--- config.mk ---
export PLATFORM = sky130hd
export DESIGN_NAME = phys_free_list
export DESIGN_NICKNAME = d
export VERILOG_FILES = /design/src/rtl/phys_free_list.sv
export SDC_FILE = /design/constraint.sdc
export NUM_CORES = 1
export LEC_CHECK = 0
export CAP_MARGIN = 40
export CORE_UTILIZATION = 40
export CTS_CLUSTER_SIZE = 16
export DETAILED_ROUTE_END_ITERATION = 10
export MAX_ROUTING_LAYER = met4
export PLACE_DENSITY = 0.6
export SETUP_SLACK_MARGIN = 0.4
export SYNTH_ARGS = -nofsm -noshare
export SYNTH_HDL_FRONTEND = slang
export SYNTH_SLANG_ARGS = --single-unit
--- constraint.sdc ---
create_clock -name clk -period 10.1 [get_ports clk]
set_input_delay 2.02 -clock clk [delete_from_list [all_inputs] [get_ports clk]]
set_output_delay 2.02 -clock clk [all_outputs]
set_load 0.005 [all_outputs]
--- src/rtl/phys_free_list.sv ---
// Circular free list of physical register indices between the retirement RAT and rename.
// Allocates from a combinational head, reclaims committed mappings, and refills in one cycle on flush.
module phys_free_list #(
    parameter int LOG_REGS = 32,
    parameter int PHY_REGS = 64,
    localparam int DEPTH    = PHY_REGS - LOG_REGS,
    localparam int PRF_BITS = $clog2(PHY_REGS),
    localparam int PTR_BITS = $clog2(DEPTH) + 1
) (
    input  logic                clk,
    input  logic                rst,
    input  logic                alloc_req,
    output logic                alloc_valid,
    output logic [PRF_BITS-1:0] alloc_pd,
    input  logic                free_valid,
    input  logic [PRF_BITS-1:0] free_pd,
    input  logic                flush,
    output logic [PTR_BITS-1:0] count,
    output logic                full,
    output logic                empty,
    output logic                err
);

    localparam int MSB = PTR_BITS - 1;

    // Index bits are the pointer without its wrap bit, so DEPTH must be a power of two.
    if (DEPTH < 2 || (DEPTH & (DEPTH - 1)) != 0) begin : g_depthCheck
        $fatal(1, "phys_free_list: PHY_REGS - LOG_REGS must be a power of two >= 2");
    end

    logic [PRF_BITS-1:0] r_mem [DEPTH];
    logic [PTR_BITS-1:0] r_rdPtr;
    logic [PTR_BITS-1:0] r_wrPtr;
    logic                r_err;

    logic [PTR_BITS-2:0] w_rdIdx;
    logic [PTR_BITS-2:0] w_wrIdx;
    logic                w_empty;
    logic                w_full;
    logic                w_illegal;
    logic                w_push;
    logic                w_pop;
    logic [PTR_BITS-1:0] w_wrPtrNext;
    logic [PTR_BITS-1:0] w_rdPtrNext;

    always_comb begin
        w_rdIdx     = r_rdPtr[PTR_BITS-2:0];
        w_wrIdx     = r_wrPtr[PTR_BITS-2:0];
        w_empty     = (r_rdPtr == r_wrPtr);
        w_full      = (w_rdIdx == w_wrIdx) && (r_rdPtr[MSB] != r_wrPtr[MSB]);
        w_illegal   = free_valid && (w_full || (free_pd == '0));
        w_push      = free_valid && !w_illegal;
        w_pop       = alloc_req && !w_empty && !flush;
        w_wrPtrNext = r_wrPtr + PTR_BITS'(w_push);
        // Flush parks the read pointer exactly DEPTH behind the post-enqueue write pointer.
        if (flush) begin
            w_rdPtrNext = {~w_wrPtrNext[MSB], w_wrPtrNext[PTR_BITS-2:0]};
        end else begin
            w_rdPtrNext = r_rdPtr + PTR_BITS'(w_pop);
        end
    end

    always_ff @(posedge clk) begin
        if (rst) begin
            for (int i = 0; i < DEPTH; i++) begin
                r_mem[i] <= PRF_BITS'(LOG_REGS + i);
            end
            r_rdPtr <= '0;
            r_wrPtr <= {1'b1, {(PTR_BITS-1){1'b0}}};
            r_err   <= 1'b0;
        end else begin
            if (w_push) begin
                r_mem[w_wrIdx] <= free_pd;
            end
            r_wrPtr <= w_wrPtrNext;
            r_rdPtr <= w_rdPtrNext;
            if (w_illegal) begin
                r_err <= 1'b1;
            end
        end
    end

    assign alloc_valid = !w_empty;
    assign alloc_pd    = r_mem[w_rdIdx];
    assign count       = r_wrPtr - r_rdPtr;
    assign full        = w_full;
    assign empty       = w_empty;
    assign err         = r_err;

endmodule

==> key figures, run 1 <==
Drt
  – DR WL/cell: 24.8 µm
  – DR pass1 iterations: 5
  – Initial drt markers: 967
  – Vias: 6641
  – Drt via density: 5.95
  – Post-DRT Antenna Nets: 0
  – WL final: 27600 µm
  – DRC violations left: 0

Floorplanning
  – Die ar.: 0.0251 mm²
  – Die H: 159 µm
  – Initial Util: 0.413
  – Die Wd: 159 µm
  – # IOs: 27
  – Core area: 0.0238 mm²
  – Rows: 56

Flow run
  – Max_cap viols: 0

Layout
  – Multi-input gate area: 0.00347 mm²
  – # diodes: 0
  – Final core occ: 0.464
  – Final #Nets: 804
  – Share of cells above drive strength 1: 0.158
  – # fillers: 2101
  – Area grow syn2layout: 12.3%
  – FF+latch area: 0.00603 mm²
  – Finished Layout Cells: 1117

Pwr
  – Clock power share: 0.353
  – Max rail drop VDD: 0.113 mV
  – Net Switching: 561 µW
  – Comb pwr share: 0.178
  – Power Density: 189 mW/mm²
  – Lkg Pwr: 0.00330 µW
  – Cell-internal power: 1520 µW
  – Reg power frac: 0.469
  – Switching fraction of total power: 0.270

Worst hold path
  – Hold path depth: 2
  – Worst Min Path Start: err
  – Hold Path Class: reg2reg

Logic synthesis
  – Top-count cell post-synth: edfxtp_1
  – Post-synth EDFFs: 192
  – Post-synthesis async set-or-reset flop share: 0
  – Mapped Area: 0.00980 mm²
  – Top cell type by total area after synthesis: edfxtp_1
  – Syn avg cell area: 12.7 µm²
  – Yosys warns: 0
  – Sequential area share after synthesis: 0.615
  – Post-synth cell types: 53
  – Synth top area cells: edfxtp_1 59%, mux4_2 8.3%, nand2_1 4.6%, nor2_1 3.5%, dfxtp_1 2.7%
  – Number of synthesized register bits: 205
  – Syn nets: 791
  – Count of mapped cells out of synthesis: 770
  – Top_reg_cell synth: edfxtp_1
  – Synth top area share: 0.588
  – Synth top cells by count: 192 x edfxtp_1, 120 x nand2_1, 92 x nor2_1, 38 x nand3_1, 36 x mux4_2

Critical path
  – R2R depth: 7
  – Critical path origin: r_rdPtr[4]
  – Crit path kind: reg2out
  – CP required: 8.08 ns
  – CP Capture Type: primary output
  – Critical Path Fanout Max: 10
  – Startpoint Class: flip-flop
  – RR Startpoint: r_rdPtr[4]
  – Crit path DAT: 3.62 ns

Timing
  – Period Utilization, post-route: 0.558
  – Final Critical Period: 5.64 ns
  – Tightest Pin Transition: 0.879 ns
  – Unrepaired setup endpoints after global routing: no
  – Slew HR: 0.412
  – Slew Limit Fails: 0
  – Fmax: 0.177 GHz
  – Fin Clk Skew: 0.00885 ns
  – Total Neg Setup Slack: 0 ns
  – Endpoints failing hold: 0
  – Final setup violation count: 0
  – Hold_ws: 0.462 ns

Placed design
  – RD Place Congestion: 0.907
  – Hpwl dp: 19000 µm
  – I/O Buffers: 26
  – Placed insts: 1077

CTS
  – Clock tree sinks: 205
  – Cts repair resizes: 0
  – Setup repair bufs after CTS: 0
  – CTS Buf Count: 23
  – CTS Hold Bufs: 0
  – CTS tree: yes
  – Root buf cell: clkbuf_16
  – H-tree depth: 1
  – Clk Latency, worst-skew pair: 0.50 ns
  – Clock buffer depth: 3
  – Clock Pin Slew Worst Setup and Hold Paths: 0.06 ns

Global routing
  – All-Layer GR Usage: 0.237
  – Global route total overflow: 0
  – Pin count of the biggest net entering global routing: 43
  – Vias in the first global route: 6597
  – Antenna violations before repair: 0
  – First-pass GRT wire length: 41400 µm

Outcome
  – Status: finished clean
[cells by family after synthesis]
logic type	synth area share
AOI/OAI and AO/OA	0.0581
xor gates and xnor gates	0.00970
adders and majority gates	0.0135
buffers and inverters	0.0329
DFF	0.615
muxes	0.112
and+or+nand+nor	0.159
[layout by cell type (no fill, tap or decap), types with 9 or more instances in the layout]
master,instances
ha_1,9
and3_1,13
mux4_2,36
edfxtp_1,192
clkbuf_16,23
a221oi_1,11
a21o_1,21
mux2_2,23
o21bai_1,12
nand3_1,38
nand2_1,120
clkdlybuf4s50_1,25
a22oi_1,11
inv_1,11
dfxtp_1,12
buf_4,16
nor3_1,25
nor2_1,92
[per-stage QoR]
stage / area [µm²] / total power, µW / setup WS [ns]
after detailed placement: 10400 / 1360 / 4.90
after floorplan: 9800 / 1220 / 6.01
after CTS: 11000 / 2080 / 4.53
after global placement: 10300 / 1350 / 4.97
final: 11000 / 2080 / 4.46
after global routing: 11000 / 2150 / 4.38
[routing by layer]
| metal | up-vias | wire length, µm | track usage |
|---|---|---|---|
| met5 | - | 0 | - |
| met4 | 0 | 718 | 0.0650 |
| met3 | 56 | 2840 | 0.0487 |
| met2 | 390 | 13200 | 0.377 |
| met1 | 3298 | 10900 | 0.308 |
| li1 | 2897 | - | - |
[area by class of cell]
cell class,count,area share
well taps,319,0.0362
clock inverters,12,0.00477
multi-input cells,494,0.315
repair buffers,45,0.0374
clock buffers,28,0.0540
flip-flops and latches,205,0.547
inverters,14,0.00500
[critical path, cell delays in order, from the launching register on]
cell	delay (ns)
dfxtp_1	0.61
clkinv_1	0.53
ha_1	0.56
nand2_1	0.09
or3b_1	0.57
inv_4	0.21
clkdlybuf4s50_1	0.53
[registers in the layout, summed over array words and instances (netlist names)]
register and flops:
r_wrPtr 6, r_mem 192, err 1, r_rdPtr 6
[final timing paths]
| path | slack, ns | endpoint |
|---|---|---|
| setup / recovery | 4.46 | full |
| hold / removal | 0.46 | err |
| setup reg to reg | 5.86 | r_mem[15][2] |
| hold reg to reg | 0.46 | err |
[power groups by stage]
| stage | combinational, µW | sequential (µW) | clock [µW] |
|---|---|---|---|
| floorplan | 243 | 976 | 0 |
| global placement | 357 | 991 | 0 |
| detailed placement | 366 | 992 | 0 |
| CTS | 369 | 975 | 739 |
| global route | 393 | 978 | 777 |
| finish | 371 | 974 | 733 |
Power figures use the tool's default switching activity.
==> run 2: changes to the inputs <==
Settings changed: PLACE_DENSITY 0.6 to 0.62.
Clock period 10.1 ns to 4.6 ns, I/O delays scaled along.
==> key figures, run 2 (same netlist as run 1, synthesis figures left out) <==
Drt
  – Vias: 6695
  – DRC violations left: 0
  – Drt via density: 5.88
  – DR pass1 iterations: 5
  – Post-DRT Antenna Nets: 0
  – WL final: 27700 µm
  – Initial drt markers: 731
  – DR WL/cell: 24.4 µm

Worst hold path
  – Hold Path Class: reg2reg
  – Hold path depth: 2

Floorplanning
  – Initial Util: 0.413
  – Core area: 0.0238 mm²
  – Rows: 56
  – # IOs: 27
  – Die Wd: 159 µm
  – Die ar.: 0.0251 mm²
  – Die H: 159 µm

Critical path
  – Top cell family by delay on the critical path: buffers and inverters
  – CP Capture Type: primary output
  – Crit-path cells: buf_6 -> inv_1 -> ha_1 -> nand2_1 -> or3b_1 -> inv_4 -> clkdlybuf4s50_1
  – CP required: 3.68 ns
  – Crit path kind: reg2out
  – Max stage delay on crit path: 0.57 ns
  – Startpoint Class: flip-flop
  – Slowest cell on crit path: or3b_1
  – Critical Path Fanout Max: 31
  – Crit path DAT: 3.05 ns
  – Critical path depth in cells: 7
  – Buf/Inv on CP: 4
  – R2R depth: 6

Global routing
  – Pin count of the biggest net entering global routing: 45
  – Vias in the first global route: 6676
  – All-Layer GR Usage: 0.238
  – First-pass GRT wire length: 41700 µm
  – Antenna violations before repair: 0
  – Global route total overflow: 0

Layout
  – Most common cell after layout, fill and taps aside: edfxtp_1
  – Max FFs per register: 192
  – # diodes: 0
  – Top reg by flops: r_mem
  – Top Registers: r_mem (192), r_rdPtr (6), r_wrPtr (6)
  – Share of cells above drive strength 1: 0.183
  – Final #Nets: 824
  – # fillers: 2121
  – Area grow syn2layout: 14.9%
  – FF+latch area: 0.00603 mm²
  – Most frequent cells in the layout: 192 x edfxtp_1, 120 x nand2_1, 92 x nor2_1
  – Multi-input gate area: 0.00348 mm²
  – Final core occ: 0.474

Timing
  – Total Neg Setup Slack: 0 ns
  – Fin Clk Skew: 0.0121 ns
  – Unrepaired setup endpoints after global routing: no
  – Final Critical Period: 3.97 ns
  – Endpoints failing hold: 0
  – Period Utilization, post-route: 0.863
  – Final setup violation count: 0
  – Fmax: 0.252 GHz
  – Hold_ws: 0.460 ns
  – Slew HR: 0.464
  – Slew Limit Fails: 0
  – Tightest Pin Transition: 0.798 ns

Placed design
  – I/O Buffers: 26
  – RD Place Congestion: 0.846
  – Hpwl dp: 19300 µm

CTS
  – CTS tree: yes
  – Clock tree sinks: 205
  – H-tree depth: 1
  – CTS Buf Count: 23
  – Clock Pin Slew Worst Setup and Hold Paths: 0.06 ns
  – Clk Latency, worst-skew pair: 0.51 ns
  – CTS Hold Bufs: 0
  – Root buf cell: clkbuf_16
  – Clock buffer depth: 3

Outcome
  – Status: finished clean

Flow run
  – Max_cap viols: 0

Pwr
  – Power Density: 419 mW/mm²
  – Lkg Pwr: 0.00343 µW
  – Max rail drop VDD: 0.251 mV
## run 2: cell count changes in the layout (fill, tap and decap cells not counted), sizes merged
cell | previous run | this run
buf | 20 | 40
clkinv | 14 | 11
inv | 12 | 14
bufinv | 0 | 1
clkbuf | 28 | 29
clkinvlp | 0 | 1
## run 2: layer usage
layer  vias to the layer above  track usage  share of wire
met1                      3353        0.316           0.41
met4                         0       0.0687          0.027
met3                        56       0.0471          0.093
met2                       346        0.371           0.47
li1                       2940            -              -
met5                         -            -              0
## run 2: cell type report
class,count,share of cell area
Clock inverter,13,0.00822
Tap cell,319,0.0354
Inverter,14,0.00489
Timing Repair Buffer,65,0.0544
Multi-Input combinational cell,494,0.309
Clock buffer,29,0.0531
Sequential cell,205,0.535
## run 2: power by group
group / internal [µW] / switching (µW)
Clock: 978 / 736
Combinational: 373 / 491
Sequential: 2090 / 51.2
## run 2: path summary, 6_finish.rpt
kind,from,endpoint,slack [ns]
setup / recovery,r_rdPtr[2],full,0.63
hold / removal,err,err,0.46
setup reg to reg,r_wrPtr[4],r_mem[15][2],1.12
hold reg to reg,err,err,0.46
## run 2: repair_timing
action	4_1_cts	5_1_grt
buffers inserted	0	1
gates resized for setup	1	3
setup endpoints to repair	1	3
pin swaps	0	0
## run 2: per-stage QoR
step	total power (µW)	std cells	setup slack, ns	cell area (µm²)
floorplan	2680	770	1.30	9800
global placement	3010	1091	0.944	10500
detailed placement	3020	1096	0.878	10500
CTS	4710	1138	0.474	11200
global route	4860	1139	0.450	11300
finish	4720	1139	0.632	11300
## run 2: worst register-to-register path, stage by stage (launching register included)
cell and delay, ns:
dfxtp_1 0.74, ha_1 0.41, nand2_1 0.11, or3b_1 0.36
inv_4 0.14, or4_1 0.77, o21bai_1 0.58
